`src/rtl/mem_arb_pkg.sv`:
```
// Shared types and constants for the fetch/data memory-port arbiter.
package mem_arb_pkg;

    typedef enum logic [1:0] {
        ARB_IDLE  = 2'd0,
        ARB_ISSUE = 2'd1,
        ARB_WAIT  = 2'd2
    } arb_state_e;

    localparam logic       OWN_FETCH  = 1'b0;
    localparam logic       OWN_DATA   = 1'b1;
    localparam logic [3:0] FETCH_MASK = 4'hF;
    localparam logic [3:0] STARVE_MAX = 4'hF;

    // Saturating increment of the fetch-starvation counter.
    function automatic logic [3:0] starve_inc(input logic [3:0] cnt);
        return (cnt == STARVE_MAX) ? cnt : cnt + 4'd1;
    endfunction

endpackage

```
`src/rtl/mem_arbiter_arb_priority.sv`:
```
// Combinational winner select between fetch and data requesters.
module arb_priority #(
    parameter int unsigned STARVE_LIMIT = 4
) (
    input  logic       i_imem_req,
    input  logic       i_dmem_req,
    input  logic [3:0] i_starve_cnt,
    output logic       o_grant_fetch,
    output logic       o_grant_data
);

    localparam logic [3:0] LIMIT = 4'(STARVE_LIMIT);

    logic starved;

    // Data normally wins a tie; fetch is forced once it has waited LIMIT grants.
    always_comb begin
        starved       = (i_starve_cnt >= LIMIT);
        o_grant_fetch = i_imem_req && (!i_dmem_req || starved);
        o_grant_data  = i_dmem_req && !o_grant_fetch;
    end

endmodule

```
`src/rtl/mem_arbiter.sv`:
```
// Fetch/data arbiter onto one multi-cycle memory port, one transaction outstanding.
// Optional performance counters are built when MEM_ARB_PERF_EN is defined.
module mem_arbiter
    import mem_arb_pkg::*;
#(
    parameter int unsigned STARVE_LIMIT = 4,
    parameter int unsigned ADDR_W       = 32
) (
    input  logic              i_clk,
    input  logic              i_rst_n,
    input  logic              i_imem_req,
    input  logic [ADDR_W-1:0] i_imem_addr,
    output logic              o_imem_ready,
    output logic              o_imem_valid,
    output logic [31:0]       o_imem_rdata,
    input  logic              i_dmem_req,
    input  logic [ADDR_W-1:0] i_dmem_addr,
    input  logic              i_dmem_wen,
    input  logic [31:0]       i_dmem_wdata,
    input  logic [3:0]        i_dmem_mask,
    output logic              o_dmem_ready,
    output logic              o_dmem_valid,
    output logic [31:0]       o_dmem_rdata,
    output logic              o_mem_req,
    output logic [ADDR_W-1:0] o_mem_addr,
    output logic              o_mem_wen,
    output logic [31:0]       o_mem_wdata,
    output logic [3:0]        o_mem_mask,
    input  logic              i_mem_ready,
    input  logic              i_mem_valid,
    input  logic [31:0]       i_mem_rdata
`ifdef MEM_ARB_PERF_EN
    ,
    output logic [31:0]       o_perf_fetch_grants,
    output logic [31:0]       o_perf_data_grants,
    output logic [31:0]       o_perf_conflict_cycles,
    output logic [31:0]       o_perf_busy_cycles
`endif
);

    arb_state_e        state_q, state_d;
    logic              owner_q, owner_d;
    logic [3:0]        starve_cnt_q, starve_cnt_d;
    logic [ADDR_W-1:0] addr_q, addr_d;
    logic              wen_q, wen_d;
    logic [31:0]       wdata_q, wdata_d;
    logic [3:0]        mask_q, mask_d;

    logic grant_fetch;
    logic grant_data;

    arb_priority #(
        .STARVE_LIMIT (STARVE_LIMIT)
    ) u_arb_priority (
        .i_imem_req    (i_imem_req),
        .i_dmem_req    (i_dmem_req),
        .i_starve_cnt  (starve_cnt_q),
        .o_grant_fetch (grant_fetch),
        .o_grant_data  (grant_data)
    );

    always_comb begin
        state_d      = state_q;
        owner_d      = owner_q;
        starve_cnt_d = starve_cnt_q;
        addr_d       = addr_q;
        wen_d        = wen_q;
        wdata_d      = wdata_q;
        mask_d       = mask_q;

        o_imem_ready = 1'b0;
        o_imem_valid = 1'b0;
        o_imem_rdata = '0;
        o_dmem_ready = 1'b0;
        o_dmem_valid = 1'b0;
        o_dmem_rdata = '0;
        o_mem_req    = 1'b0;
        o_mem_addr   = '0;
        o_mem_wen    = 1'b0;
        o_mem_wdata  = '0;
        o_mem_mask   = '0;

        unique case (state_q)
            ARB_IDLE: begin
                if (grant_fetch) begin
                    o_imem_ready = 1'b1;
                    owner_d      = OWN_FETCH;
                    addr_d       = i_imem_addr;
                    wen_d        = 1'b0;
                    wdata_d      = '0;
                    mask_d       = FETCH_MASK;
                    starve_cnt_d = '0;
                    state_d      = ARB_ISSUE;
                end else if (grant_data) begin
                    o_dmem_ready = 1'b1;
                    owner_d      = OWN_DATA;
                    addr_d       = i_dmem_addr;
                    wen_d        = i_dmem_wen;
                    wdata_d      = i_dmem_wdata;
                    mask_d       = i_dmem_mask;
                    starve_cnt_d = i_imem_req ? starve_inc(starve_cnt_q) : starve_cnt_q;
                    state_d      = ARB_ISSUE;
                end
            end
            ARB_ISSUE: begin
                o_mem_req   = 1'b1;
                o_mem_addr  = addr_q;
                o_mem_wen   = wen_q;
                o_mem_wdata = wdata_q;
                o_mem_mask  = mask_q;
                if (i_mem_ready) begin
                    state_d = ARB_WAIT;
                end
            end
            ARB_WAIT: begin
                if (i_mem_valid) begin
                    if (owner_q == OWN_DATA) begin
                        o_dmem_valid = 1'b1;
                        o_dmem_rdata = i_mem_rdata;
                    end else begin
                        o_imem_valid = 1'b1;
                        o_imem_rdata = i_mem_rdata;
                    end
                    state_d = ARB_IDLE;
                end
            end
            default: state_d = ARB_IDLE;
        endcase

        // Reset is synchronous, so outputs are forced quiet while it is held.
        if (!i_rst_n) begin
            o_imem_ready = 1'b0;
            o_imem_valid = 1'b0;
            o_imem_rdata = '0;
            o_dmem_ready = 1'b0;
            o_dmem_valid = 1'b0;
            o_dmem_rdata = '0;
            o_mem_req    = 1'b0;
            o_mem_addr   = '0;
            o_mem_wen    = 1'b0;
            o_mem_wdata  = '0;
            o_mem_mask   = '0;
        end
    end

    always_ff @(posedge i_clk) begin
        if (!i_rst_n) begin
            state_q      <= ARB_IDLE;
            owner_q      <= OWN_FETCH;
            starve_cnt_q <= '0;
            addr_q       <= '0;
            wen_q        <= 1'b0;
            wdata_q      <= '0;
            mask_q       <= '0;
        end else begin
            state_q      <= state_d;
            owner_q      <= owner_d;
            starve_cnt_q <= starve_cnt_d;
            addr_q       <= addr_d;
            wen_q        <= wen_d;
            wdata_q      <= wdata_d;
            mask_q       <= mask_d;
        end
    end

`ifdef MEM_ARB_PERF_EN
    logic [31:0] perf_fetch_q, perf_fetch_d;
    logic [31:0] perf_data_q, perf_data_d;
    logic [31:0] perf_conflict_q, perf_conflict_d;
    logic [31:0] perf_busy_q, perf_busy_d;

    always_comb begin
        perf_fetch_d    = perf_fetch_q;
        perf_data_d     = perf_data_q;
        perf_conflict_d = perf_conflict_q;
        perf_busy_d     = perf_busy_q;
        if (o_imem_ready) begin
            perf_fetch_d = perf_fetch_q + 32'd1;
        end
        if (o_dmem_ready) begin
            perf_data_d = perf_data_q + 32'd1;
        end
        if ((state_q == ARB_IDLE) && i_imem_req && i_dmem_req) begin
            perf_conflict_d = perf_conflict_q + 32'd1;
        end
        if (state_q != ARB_IDLE) begin
            perf_busy_d = perf_busy_q + 32'd1;
        end
    end

    always_ff @(posedge i_clk) begin
        if (!i_rst_n) begin
            perf_fetch_q    <= '0;
            perf_data_q     <= '0;
            perf_conflict_q <= '0;
            perf_busy_q     <= '0;
        end else begin
            perf_fetch_q    <= perf_fetch_d;
            perf_data_q     <= perf_data_d;
            perf_conflict_q <= perf_conflict_d;
            perf_busy_q     <= perf_busy_d;
        end
    end

    assign o_perf_fetch_grants    = perf_fetch_q;
    assign o_perf_data_grants     = perf_data_q;
    assign o_perf_conflict_cycles = perf_conflict_q;
    assign o_perf_busy_cycles     = perf_busy_q;
`endif

endmodule

```
`config.mk`:
```
export PLATFORM = sky130hd
export DESIGN_NAME = mem_arbiter
export DESIGN_NICKNAME = d
export VERILOG_FILES = /design/src/rtl/mem_arb_pkg.sv /design/src/rtl/mem_arbiter_arb_priority.sv /design/src/rtl/mem_arbiter.sv
export SDC_FILE = /design/constraint.sdc
export NUM_CORES = 1
export LEC_CHECK = 0
export CAP_MARGIN = 10
export CORE_AREA = 2 2 107 109
export DETAILED_ROUTE_END_ITERATION = 12
export DIE_AREA = 0 0 109 111
export DONT_BUFFER_PORTS = 1
export PLACE_DENSITY = 0.64
export SLEW_MARGIN = 20
export SYNTH_ARGS = -nofsm -noshare
export SYNTH_HDL_FRONTEND = slang
export SYNTH_SLANG_ARGS = --single-unit
```
`constraint.sdc`:
```
create_clock -name i_clk -period 1.6 [get_ports i_clk]
set_input_delay 0.16 -clock i_clk [delete_from_list [all_inputs] [get_ports i_clk]]
set_output_delay 0.16 -clock i_clk [all_outputs]
set_load 0.1 [all_outputs]
```
After elaboration in Yosys (flattened, before gate mapping)
Index checks and enable logic that the tools add are counted.
- mux-type cells: 52
- reduce and logical (&&, ||, !) cells: 11
- order comparisons: 1
- $add $sub $neg: 1
- equal/unequal tests: 7
- operators by type and width (cell ; count):
    32-bit 2-to-1 mux ; 16
    4-bit 2-to-1 mux ; 8
    1-bit 2-to-1 mux ; 23
    2-bit 2-to-1 mux ; 4
    2-bit inequality test, second input constant ; 3
    2-bit case mux with 3 select lines ; 1
    4-bit by 1-bit adder with 4-bit output, second input constant ; 1
    4-bit == test, second input constant ; 1
    4-bit by 3-bit greater-or-equal comparator with 1-bit output, second input constant ; 1
    4-bit AND reduction ; 1
    2-bit nonzero test ; 2
    3-bit inequality test, second input constant ; 1
    3-bit AND reduction ; 1
    2-bit by 1-bit == test with 1-bit output, second input constant ; 1
    2-bit == test, second input constant ; 1
    1-bit logical AND ; 2
    1-bit zero test ; 2
    2-bit zero test ; 1
    2-bit AND reduction ; 1
    1-bit logical OR ; 1
- logic and storage cells: 79
- output and inout bits: 138
- register bits: 76
- input bits: 139

Logic depth before layout (Yosys ltp)
- word-level depth: 9
- gate-level depth with buffers: 7
- mapped depth without buffers: 3

Modules after synthesis
Synthesis repeated with hierarchy kept, for this count alone.
- cell total of the unflattened synthesis: 458
- area, all modules: 4048.9 um^2
- modules (own cells, without submodules) (module ; seq. area each (um^2) ; cells an instance ; times used ; area an instance (um^2)):
    mem_arbiter ; 1521.5 ; 454 ; 1 ; 4026.4
    arb_priority ; 0.0 ; 4 ; 1 ; 22.5

Worst setup path after synthesis
OpenSTA, ideal clock, no wires.
- kind: register to output
- start point: reg state_q[0]
- end point: out o_imem_ready
- data required time: 1.440 ns
- stages on the path, launching flop included: 6
- arrival time: 2.968 ns
- path buffers: 3
- slack: -1.528 ns
- cells stage by stage: dfxtp_1 buf_2 or2_1 clkbuf_1 clkbuf_1 nor3_1
- longest elaborated chain between the ends: 3
- RTL lines (what ; RTL line ; RTL):
    from (decl) ; mem_arbiter.sv:41 ; arb_state_e state_q, state_d;
    from (signal assigned) ; mem_arbiter.sv:156 ; state_q <= state_d;
    2-bit zero test ; mem_arbiter.sv:83 ; unique case (state_q)
    1-bit 2-to-1 mux ; mem_arbiter.sv:83 ;
    1-bit 2-to-1 mux ; mem_arbiter.sv:131 ; if (!i_rst_n) begin
    to (decl) ; mem_arbiter.sv:13 ; output logic o_imem_ready,
Every way passes these cells.

Final worst setup path
- start point: reg state_q[0]
- end point: out o_mem_addr[2]
- longest elaborated chain between the ends: 3
- RTL lines (what ; RTL line ; RTL):
    2-bit by 1-bit == test with 1-bit output ; mem_arbiter.sv:83 ;
    32-bit 2-to-1 mux ; mem_arbiter.sv:83 ;
    32-bit 2-to-1 mux ; mem_arbiter.sv:131 ;
    to (decl) ; mem_arbiter.sv:25 ; output logic [ADDR_W-1:0] o_mem_addr,
Every way passes these cells.

==> qor.yml <==
crit_type: "flip-flop to primary output"
synth-main-ff-cell: "dfxtp_1"
antenna_found_initial: 0
numCtsBuffers: 9
synthArstFlopShare: 0
gp_congestion: 0.784
avgRoutedWirePerCell_um: 22.4
timing.fmax_mhz: 545
die_area_mm2: 0.0121
crit-reg2reg-launch: "starve_cnt_q[3]$_SDFFE_PN0P_"
cp_slowest_cell: "dfxtp_4"
setup_slack_ns: -0.234
area.growth.synth_to_final_pct: 51.8
maxCapViolations: 0
syn_inst: 540
maxSlewHeadroom: 0.686
cts_tree: "yes"
cts.clk_slew.worst_paths_ns: 0.06
clock_path_buffers: 2
ys.warnings.count: 0
hold-path-endpoint: "wdata_q[22]$_SDFFE_PN0P_"
port_buffers: 0
grt_max_degree: 71
layout-drive-gt1-share: 0.449
r2r_cells: 5
reg2reg_slack_ns: -0.04
rows: 39
nets: 734
hp-start: "i_dmem_wdata[22]"
cp_top_family: "simple AND/OR/NAND/NOR gates"
drv_slew: 0
ys_ff_latch: 76
hpwlAfterDp_um: 9570
use_met1: 0.303
slowest_delay_ns: 0.38
tightest_slew_ns: 0.472
synth_area_per_cell_um2: 8.14
violations: "negative setup slack"
start_util: 0.397
use_met3: 0.0729
synth-edff-count: 0
holdWs_ns: 0.0149
drtIter0Drc: 417
grt_pass1_wl_um: 22800
finalCriticalPeriod_ns: 1.83
final_antenna_net_count: 0
cp.required_ns: 1.44
powerDensity_mw_per_mm2: 883
fin_crit_sh: 1.15
synth_cell_types: 32
routed_wl_um: 16600
clk-insertion-delay-late_ns: 0.33
p_leak_nw: 2.70
startpoint: "state_q[0]$_SDFFE_PN0P_"
hold_class: "input pin to flip-flop"
core-area_mm2: 0.0111
syn-cell-area_mm2: 0.00440
r2r-end: "addr_q[13]$_SDFFE_PN0P_"
synth_top_area_share: 0.346
vias_per_cell: 5.99
worstPathArrival_ns: 1.67
cp-end-kind: "primary output"
hold_viol: 0
synth_area_leaders: "dfxtp_1 (35%), and2_1 (19%), o311a_1 (7.3%)"
hold_path_depth: 2
cp_cell_sequence: "nor3b_4 > buf_6 > buf_12 > and2_4"
skew_ns: 0.00465
clockRootBuffer: "clkbuf_16"
rsz0062_at_grt: "yes"
cts.sinks: 76
setup_viol: 159
cp_num_buf_inv: 2
die_height_um: 111
die_w_um: 109
yosysSeqAreaShare: 0.346
cp_max_fo: 11
via_count: 4442
overflow: 0
use_met2: 0.388
h-tree-depth: 3
synth_top_area_cell: "dfxtp_1"
ir_drop_mv: 0.440
startpoint_type: "flip-flop"
fin_total_pwr_mw: 5.89
drc: 0
fillers: 900
io_pins: 277
grt-busiest-layer: "met2"
tns_ns: -29.39
status: "finished with violations"
track_usage: 0.242
synth_nets: 680
dr.pass1.iters: 5
first_global_vias: 4146
n_antenna_cell: 0
[cell usage after synthesis, types with 2 or more instances]
master,n
and3_1,32
buf_6,3
nand2_1,5
inv_1,2
a21oi_1,38
nand4_1,2
nor3b_1,2
nor3b_2,2
a21boi_0,32
o311a_1,32
nor3_1,2
o21bai_1,32
o221a_2,4
dfxtp_1,76
nor2_1,3
buf_2,7
o21ai_0,34
or3b_2,2
o21ai_1,2
and2_1,133
clkbuf_1,51
nand3_1,34
[flip-flops by register name (all words and copies together) (netlist names)]
name	count
wen_q	1
state_q	2
addr_q	32
owner_q	1
mask_q	4
wdata_q	32
starve_cnt_q	4
[how the worst max path moves through the flow]
stage,endpoint,slack (ns),cells past startpoint
floorplan,o_imem_ready,-0.24,5
global placement,o_dmem_rdata[0],0.04,5
detailed placement,o_dmem_rdata[21],-0.006,4
CTS,o_imem_ready,-0.24,4
global route,o_mem_addr[26],-0.30,4
finish,o_mem_addr[2],-0.23,4
[cells in the final DEF, fill, tap and decap left out, types with 2 or more instances in the layout]
cell type,n
nor2_1,2
clkinv_4,2
buf_4,16
buf_12,23
or3b_2,2
o311a_1,32
and3_4,32
nor3_4,2
dfxtp_1,73
o21ai_0,22
inv_6,2
nand2_1,4
nand3_1,33
nand4_1,2
dfxtp_4,2
a21boi_0,31
dlygate4sd3_1,39
o21ai_2,2
buf_6,11
inv_1,2
o21ai_1,12
a21oi_1,38
nor3b_4,3
and2_4,133
o21bai_1,32
buf_16,5
clkbuf_16,19
o221a_2,4
[what timing repair did]
| action | in CTS | in global routing |
|---|---|---|
| setup buffers | 7 | 3 |
| hold endpoints to repair | 73 | 1 |
| hold buffers | 39 | 1 |
| pin swaps | 58 | 48 |
| cloned | 4 | 12 |
| gates resized for setup | 23 | 55 |
| endpoints found under the setup margin | 138 | 186 |
[report_power, final]
| part | switching (mW) | total [mW] | internal, mW |
|---|---|---|---|
| registers | 0.102 | 2.19 | 2.08 |
| clock network | 0.848 | 1.95 | 1.11 |
| logic | 1.05 | 1.75 | 0.700 |
[per-layer routing]
layer / part of all wire / up-vias
met5: 0 / -
met3: 0.078 / 23
li1: - / 2028
met4: 0.022 / 0
met2: 0.50 / 241
met1: 0.40 / 2150
[per-stage QoR]
stage	setup slack, ns	utilization	cells	area (um^2)
after global placement	0.0395	0.477	660	5280
after detailed placement	-0.00596	0.477	660	5280
after CTS	-0.236	0.559	726	6200
final	-0.234	0.603	742	6670
after floorplan	-0.244	-	540	4810
after global routing	-0.304	0.603	742	6670
[cell families after synthesis]
| logic type | Yosys count | share of synthesized area |
|---|---|---|
| AND/OR/NAND/NOR | 222 | 0.308 |
| AO/OA/AOI/OAI | 176 | 0.280 |
| buffers and inverters | 65 | 0.0626 |
| flip-flops | 76 | 0.346 |
| adder cells (fa/ha/maj) | 1 | 0.00285 |
[final cells by class]
class / instances / area [um^2] / area share
Clock buffer: 10 / 239 / 0.0358
Tap cell: 143 / 179 / 0.0268
Clock inverter: 6 / 47.5 / 0.00712
Multi-Input combinational cell: 399 / 3170 / 0.475
Sequential cell: 76 / 1530 / 0.229
Inverter: 3 / 11.3 / 0.00169
Timing Repair Buffer: 105 / 1500 / 0.224
Power figures use the tool's default switching activity.
